<file path="src/rtl/aidc_lite_job_sched.sv">
// Descriptor FIFO plus a launch FSM that feeds the AIDC-Lite compression engine
// one job at a time and counts/flags completions.
module aidc_lite_job_sched #(
    parameter int DEPTH = 4,
    parameter int CNT_W = 16
) (
    input  logic                      clk,
    input  logic                      rst_n,
    input  logic                      push_i,
    input  logic [31:0]               push_src_i,
    input  logic [31:0]               push_dst_i,
    input  logic [24:0]               push_len_i,
    output logic                      push_err_o,
    output logic                      full_o,
    output logic [$clog2(DEPTH):0]    count_o,
    input  logic                      en_i,
    output logic                      busy_o,
    output logic [31:0]               eng_src_o,
    output logic [31:0]               eng_dst_o,
    output logic [24:0]               eng_len_o,
    output logic                      eng_start_o,
    input  logic                      eng_done_i,
    input  logic                      irq_en_i,
    input  logic                      irq_clr_i,
    output logic                      irq_o,
    output logic [CNT_W-1:0]          done_cnt_o
);
    localparam int AW = $clog2(DEPTH);

    localparam logic [1:0] S_IDLE  = 2'd0;
    localparam logic [1:0] S_START = 2'd1;
    localparam logic [1:0] S_ARM   = 2'd2;
    localparam logic [1:0] S_WAIT  = 2'd3;

    logic [31:0] src_mem [DEPTH];
    logic [31:0] dst_mem [DEPTH];
    logic [24:0] len_mem [DEPTH];

    logic [AW-1:0]    wr_ptr_q, wr_ptr_d;
    logic [AW-1:0]    rd_ptr_q, rd_ptr_d;
    logic [AW:0]      count_q, count_d;
    logic [1:0]       state_q, state_d;
    logic [31:0]      src_q, src_d;
    logic [31:0]      dst_q, dst_d;
    logic [24:0]      len_q, len_d;
    logic             start_q, start_d;
    logic             push_err_q, push_err_d;
    logic             irq_q, irq_d;
    logic [CNT_W-1:0] done_cnt_q, done_cnt_d;

    logic full;
    logic push_ok;
    logic launch;
    logic complete;

    // Full is judged on pre-edge occupancy, so a pop on the same edge cannot rescue a push.
    assign full     = (count_q == (AW + 1)'(DEPTH));
    assign push_ok  = push_i && !full && (push_len_i != '0);
    assign launch   = (state_q == S_IDLE) && (count_q != '0) && en_i;
    assign complete = (state_q == S_WAIT) && eng_done_i;

    // Storage is not reset: only entries between the pointers are ever read.
    for (genvar gi = 0; gi < DEPTH; gi++) begin : g_entry
        always_ff @(posedge clk) begin
            if (push_ok && (wr_ptr_q == AW'(gi))) begin
                src_mem[gi] <= push_src_i;
                dst_mem[gi] <= push_dst_i;
                len_mem[gi] <= push_len_i;
            end
        end
    end

    always_comb begin
        wr_ptr_d   = wr_ptr_q;
        rd_ptr_d   = rd_ptr_q;
        count_d    = count_q;
        state_d    = state_q;
        src_d      = src_q;
        dst_d      = dst_q;
        len_d      = len_q;
        start_d    = 1'b0;
        push_err_d = push_i && !push_ok;
        irq_d      = irq_q;
        done_cnt_d = done_cnt_q;

        if (push_ok) begin
            wr_ptr_d = wr_ptr_q + 1'b1;
        end
        if (launch) begin
            rd_ptr_d = rd_ptr_q + 1'b1;
            src_d    = src_mem[rd_ptr_q];
            dst_d    = dst_mem[rd_ptr_q];
            len_d    = len_mem[rd_ptr_q];
            start_d  = 1'b1;
        end
        case ({push_ok, launch})
            2'b10:   count_d = count_q + 1'b1;
            2'b01:   count_d = count_q - 1'b1;
            default: count_d = count_q;
        endcase

        // The engine's done level is still high from the previous job during S_ARM.
        case (state_q)
            S_IDLE:  if (launch) state_d = S_START;
            S_START: state_d = S_ARM;
            S_ARM:   state_d = S_WAIT;
            S_WAIT:  if (eng_done_i) state_d = S_IDLE;
            default: state_d = S_IDLE;
        endcase

        if (complete) begin
            done_cnt_d = done_cnt_q + 1'b1;
        end
        if (complete && irq_en_i) begin
            irq_d = 1'b1;
        end else if (irq_clr_i) begin
            irq_d = 1'b0;
        end
    end

    always_ff @(posedge clk or negedge rst_n) begin
        if (!rst_n) begin
            wr_ptr_q   <= '0;
            rd_ptr_q   <= '0;
            count_q    <= '0;
            state_q    <= S_IDLE;
            src_q      <= '0;
            dst_q      <= '0;
            len_q      <= '0;
            start_q    <= 1'b0;
            push_err_q <= 1'b0;
            irq_q      <= 1'b0;
            done_cnt_q <= '0;
        end else begin
            wr_ptr_q   <= wr_ptr_d;
            rd_ptr_q   <= rd_ptr_d;
            count_q    <= count_d;
            state_q    <= state_d;
            src_q      <= src_d;
            dst_q      <= dst_d;
            len_q      <= len_d;
            start_q    <= start_d;
            push_err_q <= push_err_d;
            irq_q      <= irq_d;
            done_cnt_q <= done_cnt_d;
        end
    end

    assign push_err_o  = push_err_q;
    assign full_o      = full;
    assign count_o     = count_q;
    assign busy_o      = (state_q != S_IDLE);
    assign eng_src_o   = src_q;
    assign eng_dst_o   = dst_q;
    assign eng_len_o   = len_q;
    assign eng_start_o = start_q;
    assign irq_o       = irq_q;
    assign done_cnt_o  = done_cnt_q;

endmodule

</file>
<file path="config.mk">
export PLATFORM = sky130hd
export DESIGN_NAME = aidc_lite_job_sched
export DESIGN_NICKNAME = d
export VERILOG_FILES = /design/src/rtl/aidc_lite_job_sched.sv
export SDC_FILE = /design/constraint.sdc
export NUM_CORES = 1
export LEC_CHECK = 0
export CAP_MARGIN = 0
export CORE_MARGIN = 1.5
export CORE_UTILIZATION = 45
export CTS_BUF_LIST = sky130_fd_sc_hd__clkbuf_2 sky130_fd_sc_hd__clkbuf_4 sky130_fd_sc_hd__clkbuf_8
export DETAILED_ROUTE_END_ITERATION = 7
export HOLD_SLACK_MARGIN = 0.15
export PLACE_DENSITY = 0.66
export SYNTH_ARGS = -nofsm -noshare
export SYNTH_HDL_FRONTEND = slang
export SYNTH_SLANG_ARGS = --single-unit
</file>
<file path="constraint.sdc">
create_clock -name clk -period 8.9 [get_ports clk]
set_input_delay 1.78 -clock clk [delete_from_list [all_inputs] [get_ports clk]]
set_output_delay 1.78 -clock clk [all_outputs]
set_load 0.02 [all_outputs]
</file>
==> impl_metrics.py <==
metrics = {
    "logic_synthesis": {
        "ys_async_sr_fraction_pct": 24.74,
        "synth.largest_area_cell": "edfxtp_1",
        "yosysSeqAreaShare_pct": 77.33,
        "syn-num-nets": 1089,
        "netlist_instances": 982,
        "syn_area_mm2": 0.01761,
        "synthTopCellsByArea": "edfxtp_1 61%, dfrtp_1 17%, mux4_2 11%, nand2_1 5.9%, ha_1 0.71%",
        "synth-seq-cells": 473,
        "syn_area_per_cell_um2": 17.93,
        "synth_flop_cell": "edfxtp_1",
        "yosysWarnings": 0,
        "synth_cell_types": 40,
        "synth_top_area_share_pct": 60.70,
        "synth_edf_count": 356,
    },
    "cells_and_area": {
        "nFillCells": 2961,
        "final_common_cell": "edfxtp_1",
        "stdcell_area_mm2": 0.02197,
        "multi_input_area_mm2": 0.003782,
        "seq_area_mm2": 0.01363,
        "syn_to_final_growth_pct": 24.74,
        "layout_common_cells": "356 x edfxtp_1, 275 x nand2_1, 207 x clkdlybuf4s50_1",
        "stdcell_count": 1827,
        "drive_gt1_share_pct": 19.50,
        "final_nets": 1349,
    },
    "timing": {
        "drv_slew": 0,
        "setup_viol": 0,
        "fmax_ghz": 0.2315,
        "finalCritPeriodShare_pct": 48.53,
        "min_period_ns": 4.319,
        "rsz0062_at_grt": "no",
        "skew_ns": 0.01630,
        "worst_slack_ns": 4.581,
        "hold_viol": 0,
        "slew_headroom_pct": 26.97,
        "whs_ns": 0.4709,
        "worst_slew_pin_slew_ns": 1.096,
    },
    "clocking": {
        "cts_setup_buffers": 0,
        "clk_transition_reported_paths_ns": 0.06,
        "ctsHtreeMaxLevel": 3,
        "clk_latency_ns": 0.61,
        "cts_buffer_depth": 3,
        "clkSinkCount": 473,
        "cts_made_buffers": 78,
        "cts_tree": "done",
        "root_buffer": "clkbuf_8",
        "cts.repair.resized": 0,
        "hold_buffers": 0,
    },
    "power": {
        "powerDensity_mw_per_mm2": 334.6,
        "leakage_nw": 8.123,
        "p_total_mw": 7.350,
        "vdd_drop_max_mv": 0.1491,
    },
    "floorplan": {
        "ios": 209,
        "rows": 72,
        "core_mm2": 0.03865,
        "initial_core_util_pct": 45.57,
        "fp.dieH_um": 200.8,
        "fp.dieArea_mm2": 0.04033,
        "fp.dieW_um": 200.8,
    },
    "place": {
        "place_congestion": 0.7539,
        "place_area_mm2": 0.02030,
        "portBuffers": 208,
        "dp_cells": 1680,
        "dp_hpwl_um": 22210,
        "dp_slack_ns": 3.944,
    },
    "setup_path": {
        "cp-endpoint": "dst_mem[0][22]",
        "cpPeakStageDelay_ns": 0.66,
        "criticalPathCategory": "in -> reg",
        "critical_path.most_common_cell": "buf_4",
        "path_delay_family": "buffers and inverters",
        "r2r_slack_ns": 5.89,
        "crit_chain": "clkdlybuf4s50_1 > or4_1 > nor2_2 > and4_1 > nor3b_2 > buf_4 > buf_4",
        "worst_ep_arrival_time_ns": 4.55,
        "slowest_stage": "buf_4",
        "r2r-end": "dst_mem[0][22]",
        "start_kind": "primary input",
        "cp.depth": 7,
        "reg2reg_depth": 5,
        "cp-startpoint": "push_len_i[24]",
        "critPathRequiredTime_ns": 9.13,
        "path_buf_inv": 3,
        "critical_path.endpoint_type": "flop",
        "regToRegStartpoint": "count_o[2]",
        "critPathMaxFanout": 47,
    },
    "drt": {
        "wl_um": 37420,
        "drtPass1Iterations": 5,
        "num_vias": 9262,
        "drtIter0Drc": 503,
        "drtAntennaViolNets": 0,
        "wl_per_cell_um": 20.48,
        "vias_per_cell": 5.070,
        "drc": 0,
    },
    "run_status": {
        "status": "finished clean",
    },
    "global_routing": {
        "grt_max_degree": 73,
        "antenna_found_initial": 1,
        "grt-ovfl-total": 0,
        "grtUsageTotal_pct": 19.05,
        "grt_pass1_vias": 9896,
        "grt_pass1_wl_um": 57860,
    },
    "run": {
        "maxCapViolCount": 0,
    },
    "min_path": {
        "min_path_type": "reg -> reg",
    },
}
[synth_stat cells (2+ instances only)]
| library cell | instances |
|---|---|
| clkbuf_1 | 16 |
| mux4_2 | 89 |
| a21oi_1 | 3 |
| buf_2 | 15 |
| nand2_1 | 275 |
| nand4_1 | 3 |
| inv_1 | 14 |
| nor4_2 | 2 |
| or4_4 | 2 |
| edfxtp_1 | 356 |
| buf_1 | 9 |
| xnor2_1 | 14 |
| a311o_1 | 2 |
| dfrtp_1 | 117 |
| nor4_1 | 3 |
| nor3b_1 | 5 |
| ha_1 | 10 |
| o211ai_1 | 2 |
| xor2_1 | 6 |
| or4_1 | 3 |
| nor2_1 | 4 |
| o21ai_0 | 4 |
| and3_1 | 2 |
| or2_1 | 3 |
| nand3_1 | 8 |
[cells by family (layout without fill, tap and decap cells)]
logic type / Yosys count / count (layout) / share of synthesized area, %
simple gates: 318 / 318 / 7.552
buf+inv: 56 / 382 / 1.321
mux: 90 / 90 / 11.45
xor+xnor: 20 / 20 / 0.9947
compound gates: 14 / 14 / 0.5329
fa+ha+maj: 11 / 11 / 0.8242
other cells: 0 / 1 / 0
flops: 473 / 473 / 77.33
[final cells by class]
| type | count | share of cell area [%] |
|---|---|---|
| Antenna cell | 1 | 0.01139 |
| Inverter | 15 | 0.2677 |
| Sequential cell | 473 | 62.03 |
| Tap cell | 518 | 2.950 |
| Timing Repair Buffer | 221 | 9.928 |
| Multi-Input combinational cell | 453 | 17.22 |
| Clock inverter | 25 | 0.7860 |
| Clock buffer | 121 | 6.812 |
[layer usage]
layer,global-route usage (%),vias up,share of wire (%)
li1,-,4200,-
met1,25.63,4733,43
met2,31.19,282,49
met3,4.026,47,6.0
met4,6.418,0,1.7
met5,0,-,0
[stage by stage]
stage	utilization, %	setup TNS [ns]
finish	56.84	0
global route	56.83	0
floorplan	-	-172.36
global placement	52.52	0
detailed placement	52.52	0
CTS	56.83	0
[worst min-delay path, cell delays in order, from the launching register on]
cell and delay, ns:
dfrtp_1 0.33, nand2_1 0.05, nand2_1 0.05
[worst min-delay path by stage]
stage                              from  cells after the start             to
after detailed placement   eng_src_o[9]                      2   eng_src_o[9]
after floorplan             wr_ptr_q[1]                      2    wr_ptr_q[1]
final                      eng_len_o[8]                      2   eng_len_o[8]
after CTS                 eng_src_o[15]                      2  eng_src_o[15]
after global routing       eng_len_o[8]                      2   eng_len_o[8]
after global placement    eng_len_o[15]                      2  eng_len_o[15]
[report_power, final]
group	internal, mW	switching (mW)
logic	0.983	1.13
registers	2.97	0.301
clock network	1.13	0.837
total	5.08	2.27
[registers in the layout, indices dropped and copies added, names as in the netlist, 3 cells and up]
name / flops
count_o: 3
done_cnt_o: 16
dst_mem: 128
eng_dst_o: 32
eng_len_o: 25
eng_src_o: 32
len_mem: 100
src_mem: 128
(Power assumes the default switching activity.)
